`src/rtl/pe_array_ctrl.sv`:
```
// Initiator side of the PE start/done/Ack handshake for one background-removal job:
// sum phase, sequential averaging of per-PE sums into the expected colour, then bg-removal phase.
module pe_array_ctrl #(
    parameter int NUM_PE  = 4,
    parameter int LOG2_PE = 2,
    parameter int TIMEOUT = 255
) (
    input  logic                Clk,
    input  logic                Reset_n,
    input  logic                Go,
    input  logic [7:0]          threshold_in,
    input  logic [7:0]          bg_r_in,
    input  logic [7:0]          bg_g_in,
    input  logic [7:0]          bg_b_in,
    input  logic [8*NUM_PE-1:0] pe_red_sum,
    input  logic [8*NUM_PE-1:0] pe_green_sum,
    input  logic [8*NUM_PE-1:0] pe_blue_sum,
    input  logic [NUM_PE-1:0]   pe_sum_done,
    input  logic [NUM_PE-1:0]   pe_bg_done,
    output logic                Start_Sum,
    output logic                Start_BgRemoval,
    output logic                Ack,
    output logic [7:0]          red_exp,
    output logic [7:0]          green_exp,
    output logic [7:0]          blue_exp,
    output logic [7:0]          threshold,
    output logic [7:0]          desired_bg_r,
    output logic [7:0]          desired_bg_g,
    output logic [7:0]          desired_bg_b,
    output logic                Busy,
    output logic                Done,
    output logic                Error,
    output logic [3:0]          state_o
);

    localparam int AW = 8 + LOG2_PE;
    localparam int IW = (LOG2_PE > 0) ? LOG2_PE : 1;

    typedef enum logic [3:0] {
        IDLE    = 4'd0,
        S_START = 4'd1,
        S_WAIT  = 4'd2,
        S_ACK   = 4'd3,
        AVG     = 4'd4,
        B_START = 4'd5,
        B_WAIT  = 4'd6,
        B_ACK   = 4'd7,
        DONE    = 4'd8,
        ERR     = 4'd9
    } state_t;

    state_t              state, state_nx;
    logic [7:0]          tcnt;
    logic [8*NUM_PE-1:0] hold_r, hold_g, hold_b;
    logic [AW-1:0]       acc_r, acc_g, acc_b;
    logic [AW-1:0]       sum_r, sum_g, sum_b;
    logic [IW-1:0]       idx;
    logic [7:0]          sel_r, sel_g, sel_b;

    logic idle_like, go_ok, timed_out, in_wait, avg_last;
    logic sum_all, sum_none, bg_all, bg_none;

    assign idle_like = (state == IDLE) || (state == DONE) || (state == ERR);
    assign go_ok     = Go && idle_like;
    assign timed_out = (tcnt == 8'(TIMEOUT));
    assign in_wait   = (state == S_WAIT) || (state == S_ACK) || (state == B_WAIT) || (state == B_ACK);
    assign avg_last  = (idx == IW'(NUM_PE - 1));
    assign sum_all   = &pe_sum_done;
    assign sum_none  = ~|pe_sum_done;
    assign bg_all    = &pe_bg_done;
    assign bg_none   = ~|pe_bg_done;

    // One PE's captured sums per AVG cycle, selected by the running index.
    assign sel_r = hold_r[{idx, 3'b000} +: 8];
    assign sel_g = hold_g[{idx, 3'b000} +: 8];
    assign sel_b = hold_b[{idx, 3'b000} +: 8];
    assign sum_r = acc_r + AW'(sel_r);
    assign sum_g = acc_g + AW'(sel_g);
    assign sum_b = acc_b + AW'(sel_b);

    always_ff @(posedge Clk or negedge Reset_n) begin
        if (!Reset_n) begin
            state <= IDLE;
        end else begin
            state <= state_nx;
        end
    end

    always_comb begin
        // NOTE: default first so every path assigns state_nx and no latch is inferred.
        state_nx = state;
        unique case (state)
            IDLE, DONE, ERR: if (Go) state_nx = S_START;
            S_START:         state_nx = S_WAIT;
            S_WAIT: begin
                if (sum_all)        state_nx = S_ACK;
                else if (timed_out) state_nx = ERR;
            end
            S_ACK: begin
                if (sum_none)       state_nx = AVG;
                else if (timed_out) state_nx = ERR;
            end
            AVG:             if (avg_last) state_nx = B_START;
            B_START:         state_nx = B_WAIT;
            B_WAIT: begin
                if (bg_all)         state_nx = B_ACK;
                else if (timed_out) state_nx = ERR;
            end
            B_ACK: begin
                if (bg_none)        state_nx = DONE;
                else if (timed_out) state_nx = ERR;
            end
            default:         state_nx = IDLE;
        endcase
    end

    // NOTE: sequential state uses non-blocking assignments only, so every register
    // samples pre-edge values regardless of statement order.
    always_ff @(posedge Clk or negedge Reset_n) begin
        if (!Reset_n) begin
            tcnt         <= '0;
            hold_r       <= '0;
            hold_g       <= '0;
            hold_b       <= '0;
            acc_r        <= '0;
            acc_g        <= '0;
            acc_b        <= '0;
            idx          <= '0;
            red_exp      <= '0;
            green_exp    <= '0;
            blue_exp     <= '0;
            threshold    <= '0;
            desired_bg_r <= '0;
            desired_bg_g <= '0;
            desired_bg_b <= '0;
        end else begin
            if (state_nx != state) tcnt <= '0;
            else if (in_wait)      tcnt <= tcnt + 8'd1;

            if (go_ok) begin
                threshold    <= threshold_in;
                desired_bg_r <= bg_r_in;
                desired_bg_g <= bg_g_in;
                desired_bg_b <= bg_b_in;
            end

            if (state == S_WAIT && sum_all) begin
                hold_r <= pe_red_sum;
                hold_g <= pe_green_sum;
                hold_b <= pe_blue_sum;
            end

            if (state == S_ACK && state_nx == AVG) begin
                acc_r <= '0;
                acc_g <= '0;
                acc_b <= '0;
                idx   <= '0;
            end else if (state == AVG) begin
                acc_r <= sum_r;
                acc_g <= sum_g;
                acc_b <= sum_b;
                idx   <= idx + IW'(1);
                // Last PE: the shift drops the fraction, giving a truncated mean.
                if (avg_last) begin
                    red_exp   <= 8'(sum_r >> LOG2_PE);
                    green_exp <= 8'(sum_g >> LOG2_PE);
                    blue_exp  <= 8'(sum_b >> LOG2_PE);
                end
            end
        end
    end

    // ERR keeps Ack high so PEs stuck with a done flag can return home.
    assign Start_Sum       = (state == S_START);
    assign Start_BgRemoval = (state == B_START);
    assign Ack             = (state == S_ACK) || (state == B_ACK) || (state == ERR);
    assign Busy            = !idle_like;
    assign Done            = (state == DONE);
    assign Error           = (state == ERR);
    assign state_o         = state;

endmodule
```
`config.mk`:
```
export PLATFORM = sky130hd
export DESIGN_NAME = pe_array_ctrl
export DESIGN_NICKNAME = d
export VERILOG_FILES = /design/src/rtl/pe_array_ctrl.sv
export SDC_FILE = /design/constraint.sdc
export NUM_CORES = 1
export LEC_CHECK = 0
export BUFFER_PORTS_ARGS = -buffer_cell sky130_fd_sc_hd__buf_2
export CAP_MARGIN = 20
export CORE_ASPECT_RATIO = 2
export CORE_UTILIZATION = 55
export DETAILED_ROUTE_END_ITERATION = 10
export GPL_ROUTABILITY_DRIVEN = 0
export GPL_TIMING_DRIVEN = 0
export PLACE_DENSITY = 0.87
export SETUP_SLACK_MARGIN = 0.02
export SLEW_MARGIN = 0
export SYNTH_ARGS = -nofsm -noshare
export SYNTH_HDL_FRONTEND = slang
export SYNTH_SLANG_ARGS = --single-unit
```
`constraint.sdc`:
```
create_clock -name Clk -period 3.7 [get_ports Clk]
set_input_delay 1.11 -clock Clk [delete_from_list [all_inputs] [get_ports Clk]]
set_output_delay 1.11 -clock Clk [all_outputs]
set_load 0.005 [all_outputs]
```
# Word-level counts from Yosys, hierarchy flattened
# Cells that the tools add are included.
[word_totals] latch_bits=0 mem_count=0 output_inout_bits=66 ff_bits=196 ramBits=0 rom_bits=0 inputBits=139 wordCells=76
[classes] mux=18 shifts=3 n_reduce_logical=20 n_bitwise=1 order_cmp=0 n_eq_ne=13 addsub=5 multipliers=0 n_div=0
[op_table] cell="$shiftx 32x6->8" n=3
[op_table] cell="$mux 10" n=6
[op_table] cell="$pmux 4 s8" n=1
[op_table] cell="$add 10x8->10" n=3
[op_table] cell="$mux 4" n=7
[op_table] cell="$eq 4x3->1 const B" n=5
[op_table] cell="$mux 8" n=2
[op_table] cell="$add 8x1->8 const B" n=1
[op_table] cell="$eq 4x2->1 const B" n=2
[op_table] cell="$eq 4x4->1 const B" n=2
[op_table] cell="$eq 8x8->1 const B" n=1
[op_table] cell="$reduce_and 4->1" n=2
[op_table] cell="$reduce_or 4->1" n=2
[op_table] cell="$logic_or 1x1->1" n=7
[op_table] cell="$eq 4x1->1 const B" n=1
[op_table] cell="$logic_not 4->1" n=1
[op_table] cell="$mux 2" n=2
[op_table] cell="$ne 4x4->1" n=1
[op_table] cell="$reduce_bool 2->1" n=2
[op_table] cell="$logic_and 1x1->1" n=3
[op_table] cell="$reduce_and 3->1" n=1
[op_table] cell="$reduce_or 3->1" n=1
[op_table] cell="$add 2x1->2 const B" n=1
[op_table] cell="$eq 2x2->1 const B" n=1
[op_table] cell="2 further kinds" n=2

# Longest topological paths before layout
# Gate-level depths: netlist of the first run.
[depth] ltp_word=8 depth_mapped=11 mapped_depth_nobuf=9

# Worst setup path after synthesis of the first run
# OpenSTA, ideal clock, no wires.
[synth_timing] path_kind="flip-flop to flip-flop" from="register idx[0]" to="register acc_b[9]" path_slack_ps=622 synth_period_minus_slack_ps=3078 stages_incl_launch_ff=10 required_ps=3574 t_arrival_ps=2951 path_buffers=2 cell_sequence="dfrtp_1 clkbuf_1 buf_2 mux4_2 ha_1 a21oi_1 o211ai_1 o211ai_1 a2111oi_0 a311o_1"
[synth_between] elab_chain_cells=6 word_cells_on_any_way=10 classes_between="1 x add/sub; 2 x eq/ne; 1 x shift; 4 x mux; 2 x reduce/logical"
[synth_lines] element="start, declared" line_no="57" rtl="logic [IW-1:0] idx;"
[synth_lines] element="start signal, assigned" line_no="162" rtl="idx <= idx + IW'(1);"
[synth_lines] element="parallel branches: the longest is 6 deep, another holds $add 10x8->10"
[synth_lines] element="end signal, assigned" line_no="161" rtl="acc_b <= sum_b;"
[synth_lines] element="end, declared" line_no="55" rtl="logic [AW-1:0] acc_r, acc_g, acc_b;"
# Parallel ways; which one is timed is not known. The select of a mux whose other input is x is not followed.
# A chain may end at the register's enable or synchronous reset.

# Worst setup path in the final report of the first run
[layout_timing] from="register idx[1]" to="register blue_exp[7]"
[layout_between] elab_chain_cells=7 word_cells_on_any_way=9 classes_between="1 x add/sub; 2 x eq/ne; 1 x shift; 2 x mux; 1 x bitwise; 2 x reduce/logical"
[layout_lines] element="parallel branches: the longest is 7 deep, another holds $add 10x8->10"
[layout_lines] element="end signal, assigned" line_no="167" rtl="blue_exp <= 8'(sum_b >> LOG2_PE);"
[layout_lines] element="end, declared" line_no="25" rtl="output logic [7:0] blue_exp,"
# Parallel ways; which one is timed is not known.

==> results.md, run 1 <==
- Setup crit start kind: flip-flop
- Minimum clock period: 3521 ps
- Setup Skew: 10.28 ps
- Die area: 0.01796 mm2
- Sequential cell area: 0.004905 mm2
- Slew Limit Fails: 0
- Iteration-0 DRC Markers: 357
- Post-synthesis sequential area ratio: 0.5127
- Largest family of logic cells by synthesized area: multiplexers
- Synth Area in XOR/XNOR: 0.02289
- Share of cells above drive strength 1: 0.4436
- Initial antenna violation count: 4
- CTS tree: built
- Clock Latency Late Sink: 440 ps
- Syn Area/Cell: 12.95 um2
- DR WL met2: 13.10 mm
- Syn Inst Count: 739
- Power Density: 807.8 mW/mm2
- Clock root buffer: clkbuf_16
- Synth Area in Adders: 0.04028
- GRT Total Usage: 0.2770
- Deepest clock path buffer count: 2
- Starting Density: 0.5678
- Post-synthesis mux area share: 0.2234
- # Post-CTS Setup Buffers: 0
- Fillers: 1,178
- Syn. warnings: 0
- Setup crit end kind: flip-flop
- Post-synth EDFFs: 0
- Post-Synth Simple-Gate Area: 0.08017
- Compound-cell area share of the yosys netlist: 0.09090
- CTS sink cnt: 196
- Final wirelength: 23.47 mm
- Yosys top cell area share: 0.5127
- Die height: 188.5 um
- Io pins: 205
- Slew @ Worst Pin: 688.6 ps
- CTS buffer count: 17
- DIE WIDTH: 95.26 um
- Fmax achieved: 284.0 MHz
- DR DRC count: 0
- Final hold violations: 0
- Global route total overflow: 0
- Cell variety after synth: 66
- Nets: 1,131
- Hold-fix buffers, CTS: 0
- Synth area leader: dfrtp_1
- Clk pin slew, worst setup/hold paths: 80 ps
- Outcome: finished clean
- VDD IR max: 0.6034 mV
- Setup violators final: 0
- Critical Path Fanout Max: 10
- Fin util: 0.6812
- Wire length on met3: 1.227 mm
- Leakage: 5.464 nW
- Router iterations before antenna repair: 5
- Syn nets: 907
- RSZ-0062 raised after global routing: no
- Core area: 0.01685 mm2
- Vias/cell: 5.970
- Tcrit/Tclk final: 0.9516
- H-tree depth: 4
- Required @ worst endpoint: 4010 ps
- Place WS: 5.464 ps
- Drt wl/cell: 19.77 um
- Critical path class: reg2reg
- Synth area leaders: dfrtp_1 (51%), mux2_2 (16%), mux4_2 (5.7%), ha_1 (3.4%), a22o_1 (1.7%)
- First-pass GRT wire length: 37.35 mm
- Post-DP HPWL: 17.39 mm
- Uppermost layer routed: met4
- Worst path cell trace: clkbuf_1 > clkbuf_1 > mux4_2 > ha_1 > a21oi_1 > o211ai_1 > o211ai_1 > nor4b_1 > o31ai_2
- Max Cap Viol: 0
- Async S/R FF share, synth: 1.000
- Rel. slew slack: 0.5409
- DRT antenna net count: 0
- Port-buffer cells: 204
- Synth-to-Final Area Change: 19.98%
- Routed vias: 7,086
- CP max stage cell: clkbuf_1
- Pin count of the biggest net entering global routing: 122
- Post-synth top flop: dfrtp_1
- Multi-input gate area: 0.004378 mm2
- Worst Hold Class: reg2reg
- Post-Synthesis Cell Area: 0.009567 mm2
- #FFs+latches synth: 196
- Most frequent cell after synthesis: dfrtp_1
- Slowest stage delay, CP: 530 ps
- Synth cell count leaders: dfrtp_1 (196), mux2_2 (139), nand2_1 (38)
- Vias in the first global route: 7,543
- Final Worst Setup Slack: 179.1 ps
- Crit path DAT: 3830 ps
- Row cnt: 67
- Hold WS: 475.1 ps
- Routed length on met1: 7.966 mm
- PostCTS Resize Cnt: 1
-- through the flow --
step | power (mW) | instance area (um2) | setup TNS [ps] | instances
after floorplan | 6.231 | 9567 | 0 | 739
after global placement | 7.162 | 10850 | -320190 | 1150
after detailed placement | 7.385 | 10880 | 0 | 1151
after CTS | 9.288 | 11470 | 0 | 1183
after global routing | 9.842 | 11480 | 0 | 1187
final | 9.272 | 11480 | 0 | 1187
-- layout by cell type, fill, tap and decap left out, types with 4 or more instances in the layout --
cell and count:
nand2b_1 9, diode_2 4, nor2b_1 7, nor3_1 18
and3_1 4, buf_2 216, buf_4 5, mux4_2 24
mux2_2 139, inv_1 20, a21o_1 5, o21ai_0 26
o21a_1 10, clkbuf_1 16, a21oi_1 13, dfrtp_1 196
nor2_1 28, nor3b_1 4, ha_1 26, a22o_1 19
inv_6 4, nand3_1 11, xnor2_1 14, clkbuf_16 17
xor2_1 11, nand2_1 38, o211ai_1 9, nand4_1 7
-- metal layers --
layer | vias up | GRT usage
met4 | 0 | 0.1568
met2 | 289 | 0.4995
li1 | 3178 | -
met3 | 73 | 0.05327
met1 | 3546 | 0.2894
met5 | - | 0
-- worst paths after layout --
| check | start | end | slack [ps] | cells after the start |
|---|---|---|---|---|
| hold / removal | blue_exp[5]$_DFFE_PN0P_ | blue_exp[5]$_DFFE_PN0P_ | 480 | 2 |
| min in group asynchronous | Reset_n | hold_g[30]$_DFFE_PN0P_ | 640 | 1 |
| max in group asynchronous | Reset_n | desired_bg_r[1]$_DFFE_PN0P_ | 2060 | 2 |
| setup reg to reg | idx[1]$_DFFE_PN0P_ | blue_exp[7]$_DFFE_PN0P_ | 180 | 9 |
| hold reg to reg | blue_exp[5]$_DFFE_PN0P_ | blue_exp[5]$_DFFE_PN0P_ | 480 | 2 |
| setup / recovery | idx[1]$_DFFE_PN0P_ | blue_exp[7]$_DFFE_PN0P_ | 180 | 9 |
-- worst max-delay path, delay by kind of cell (launching register included) --
family          cells  cell delay (ps)
buf+inv             2              890
fa+ha+maj           1              370
flops               1              340
mux                 1              410
simple gates        1              400
compound gates      4              980
-- report_power, final --
part	switching [mW]	leakage [nW]	internal, mW
Combinational	1.91	2.70	2.01
Sequential	0.500	2.48	3.00
Clock	0.845	0.282	1.01
-- registers in the layout (all words and copies together) (netlist names) --
| register | cells |
|---|---|
| hold_b | 32 |
| hold_g | 32 |
| hold_r | 32 |
| acc_b | 10 |
| acc_g | 10 |
| acc_r | 10 |
| blue_exp | 8 |
| desired_bg_b | 8 |
| desired_bg_g | 8 |
| desired_bg_r | 8 |
| green_exp | 8 |
| red_exp | 8 |
| tcnt | 8 |
| threshold | 8 |
| state_o | 4 |
| idx | 2 |
-- layout make-up --
cell class,count,area share
clock inverters,12,0.01264
repair buffers,205,0.09222
flip-flops and latches,196,0.4273
clock buffers,20,0.03804
multi-input cells,485,0.3814
plain buffers,38,0.01842
diodes,4,0.0008720
well taps,207,0.02256
inverters,20,0.006540
-- cells by family (layout without fill, tap and decap cells) --
| family | after synthesis | in the layout |
|---|---|---|
| muxes | 166 | 166 |
| AOI/OAI and AO/OA | 118 | 118 |
| DFF | 196 | 196 |
| adders and majority gates | 29 | 29 |
| xor gates and xnor gates | 25 | 25 |
| and+or+nand+nor | 147 | 147 |
| buffers and inverters | 58 | 295 |
| other | 0 | 4 |
No activity file was read; power rests on OpenSTA's default activity.
==> inputs of run 2 (changes only) <==
--- a/config.mk
+++ b/config.mk
@@ -8,11 +8,11 @@
 export BUFFER_PORTS_ARGS = -buffer_cell sky130_fd_sc_hd__buf_2
 export CAP_MARGIN = 20
 export CORE_ASPECT_RATIO = 2
-export CORE_UTILIZATION = 55
+export CORE_UTILIZATION = 50
 export DETAILED_ROUTE_END_ITERATION = 10
 export GPL_ROUTABILITY_DRIVEN = 0
 export GPL_TIMING_DRIVEN = 0
-export PLACE_DENSITY = 0.87
+export PLACE_DENSITY = 0.84
 export SETUP_SLACK_MARGIN = 0.02
 export SLEW_MARGIN = 0
 export SYNTH_ARGS = -nofsm -noshare
==> constraint.sdc (replaced) <==
create_clock -name Clk -period 2.9 [get_ports Clk]
set_input_delay 0.87 -clock Clk [delete_from_list [all_inputs] [get_ports Clk]]
set_output_delay 0.87 -clock Clk [all_outputs]
set_load 0.005 [all_outputs]
==> results.md, run 2 (same netlist as run 1, synthesis figures left out) <==
- Leakage: 5.557 nW
- Minimum clock period: 2816 ps
- DR DRC count: 0
- Setup violators final: 0
- Die area: 0.01972 mm2
- Starting Density: 0.5104
- CTS buffer count: 17
- Final wirelength: 23.65 mm
- Slew @ Worst Pin: 696.6 ps
- Nets: 1,147
- Critical path class: reg2reg
- Tcrit/Tclk final: 0.9710
- Setup Skew: 13.90 ps
- Crit path DAT: 3160 ps
- Critical Path Fanout Max: 10
- Worst Hold Class: in2async
- Clock Latency Late Sink: 440 ps
- Busiest layer in global routing: met2
- Multi-input gate area: 0.004514 mm2
- Met2 Use GR: 0.4503
- Met3 Track Usage GR: 0.03928
- Routed vias: 7,112
- Setup crit start kind: flip-flop
- Outcome: finished clean
- Met1 GRT Util: 0.2601
- CTS sink cnt: 196
- Deepest clock path buffer count: 2
- H-tree depth: 4
- Port-buffer cells: 204
- Pin count of the biggest net entering global routing: 116
- Router iterations before antenna repair: 4
- Placed insts: 1,199
- Iteration-0 DRC Markers: 279
- Vias/cell: 5.681
- Io pins: 205
- Core area: 0.01874 mm2
- Sequential cell area: 0.004905 mm2
- Fillers: 1,400
- Final hold violations: 0
- Slew Limit Fails: 0
- Share of cells above drive strength 1: 0.4758
- Commonest non-fill, non-tap cell in the layout: buf_2
- VDD IR max: 0.6901 mV
- Synth-to-Final Area Change: 23.95%
- Setup TNS: 0 ps
- Hold-fix buffers, CTS: 0
- Rel. slew slack: 0.5346
- DRT antenna net count: 0
- DIE WIDTH: 99.81 um
- Fin cells: 1,252
- CTS tree: built
- Die height: 197.6 um
- GRT Total Usage: 0.2456
- Post-DP HPWL: 17.44 mm
- Setup crit end kind: flip-flop
- Required @ worst endpoint: 3240 ps
- Drt wl/cell: 18.89 um
- Fmax achieved: 355.1 MHz
- RSZ-0062 raised after global routing: yes
- Clock root buffer: clkbuf_16
- Commonest non-fill, non-tap cells in the layout: buf_2 (214), dfrtp_1 (196), mux2_2 (139)
- Vias in the first global route: 7,462
- Global route total overflow: 0
- Row cnt: 71
- Initial antenna violation count: 5
- Power Density: 1035 mW/mm2
- Clk pin slew, worst setup/hold paths: 70 ps
- Max Cap Viol: 0
- Top Registers: hold_b: 32 flops, hold_g: 32 flops, hold_r: 32 flops
- First-pass GRT wire length: 36.84 mm
-- run 2: layout make-up --
cell class	instances	share of cell area
timing repair buffer	221	0.1005
antenna	5	0.001055
buffer	38	0.02311
sequential	196	0.4136
tap	255	0.02691
multi-input combinational	485	0.3807
clock buffer	20	0.03767
inverter	20	0.006331
clock inverter	12	0.01013
-- run 2: per-stage QoR --
step,power (mW),setup slack [ps],util,cell area (um2),hold slack (ps)
CTS,11.92,13.88,0.6211,11640,445.2
detailed placement,9.431,-618.3,0.5842,10950,465.1
global route,13.03,-10.69,0.6326,11860,476.6
finish,12.28,84.22,0.6326,11860,425.9
global placement,9.189,-2233,0.5822,10910,457.8
floorplan,7.962,84.64,-,9573,456.3
-- run 2: final timing paths --
kind,start,to,depth (start not counted),slack (ps)
worst max register to register,idx[0]$_DFFE_PN0P_,acc_r[9]$_DFFE_PN0P_,9,80
max in group asynchronous,Reset_n,green_exp[1]$_DFFE_PN0P_,2,1480
worst min-delay path,Reset_n,blue_exp[2]$_DFFE_PN0P_,1,430
worst max-delay path,idx[0]$_DFFE_PN0P_,acc_r[9]$_DFFE_PN0P_,9,80
min in group Clk,blue_exp[7]$_DFFE_PN0P_,blue_exp[7]$_DFFE_PN0P_,2,480
worst min register to register,blue_exp[7]$_DFFE_PN0P_,blue_exp[7]$_DFFE_PN0P_,2,480
-- run 2: critical path, cell delays in order, from the launching register on --
cell	delay [ps]
dfrtp_1	380
buf_8	140
buf_12	140
mux4_2	550
ha_4	320
nand3_1	80
o211ai_1	270
o211ai_1	260
a2111o_1	470
o2111ai_1	100
-- run 2: repair_timing --
action                                 CTS  global route
endpoints found under the hold margin    0             0
setup endpoints to repair               42            25
resized for setup                       19            26
pin swaps                                6            12
buffers inserted                         6            10
-- run 2: report_power, final --
part | switching, mW | internal (mW) | leakage (nW) | total [mW]
clock | 1.06 | 1.22 | 0.272 | 2.28
combinational | 2.61 | 2.93 | 2.80 | 5.54
sequential | 0.637 | 3.82 | 2.48 | 4.46
total | 4.30 | 7.97 | 5.56 | 12.3
-- run 2: layer usage --
layer,wire length (um),share of wire
met1,8287,0.35
met2,13140,0.56
met5,0,0
met3,1061,0.045
met4,1163,0.049
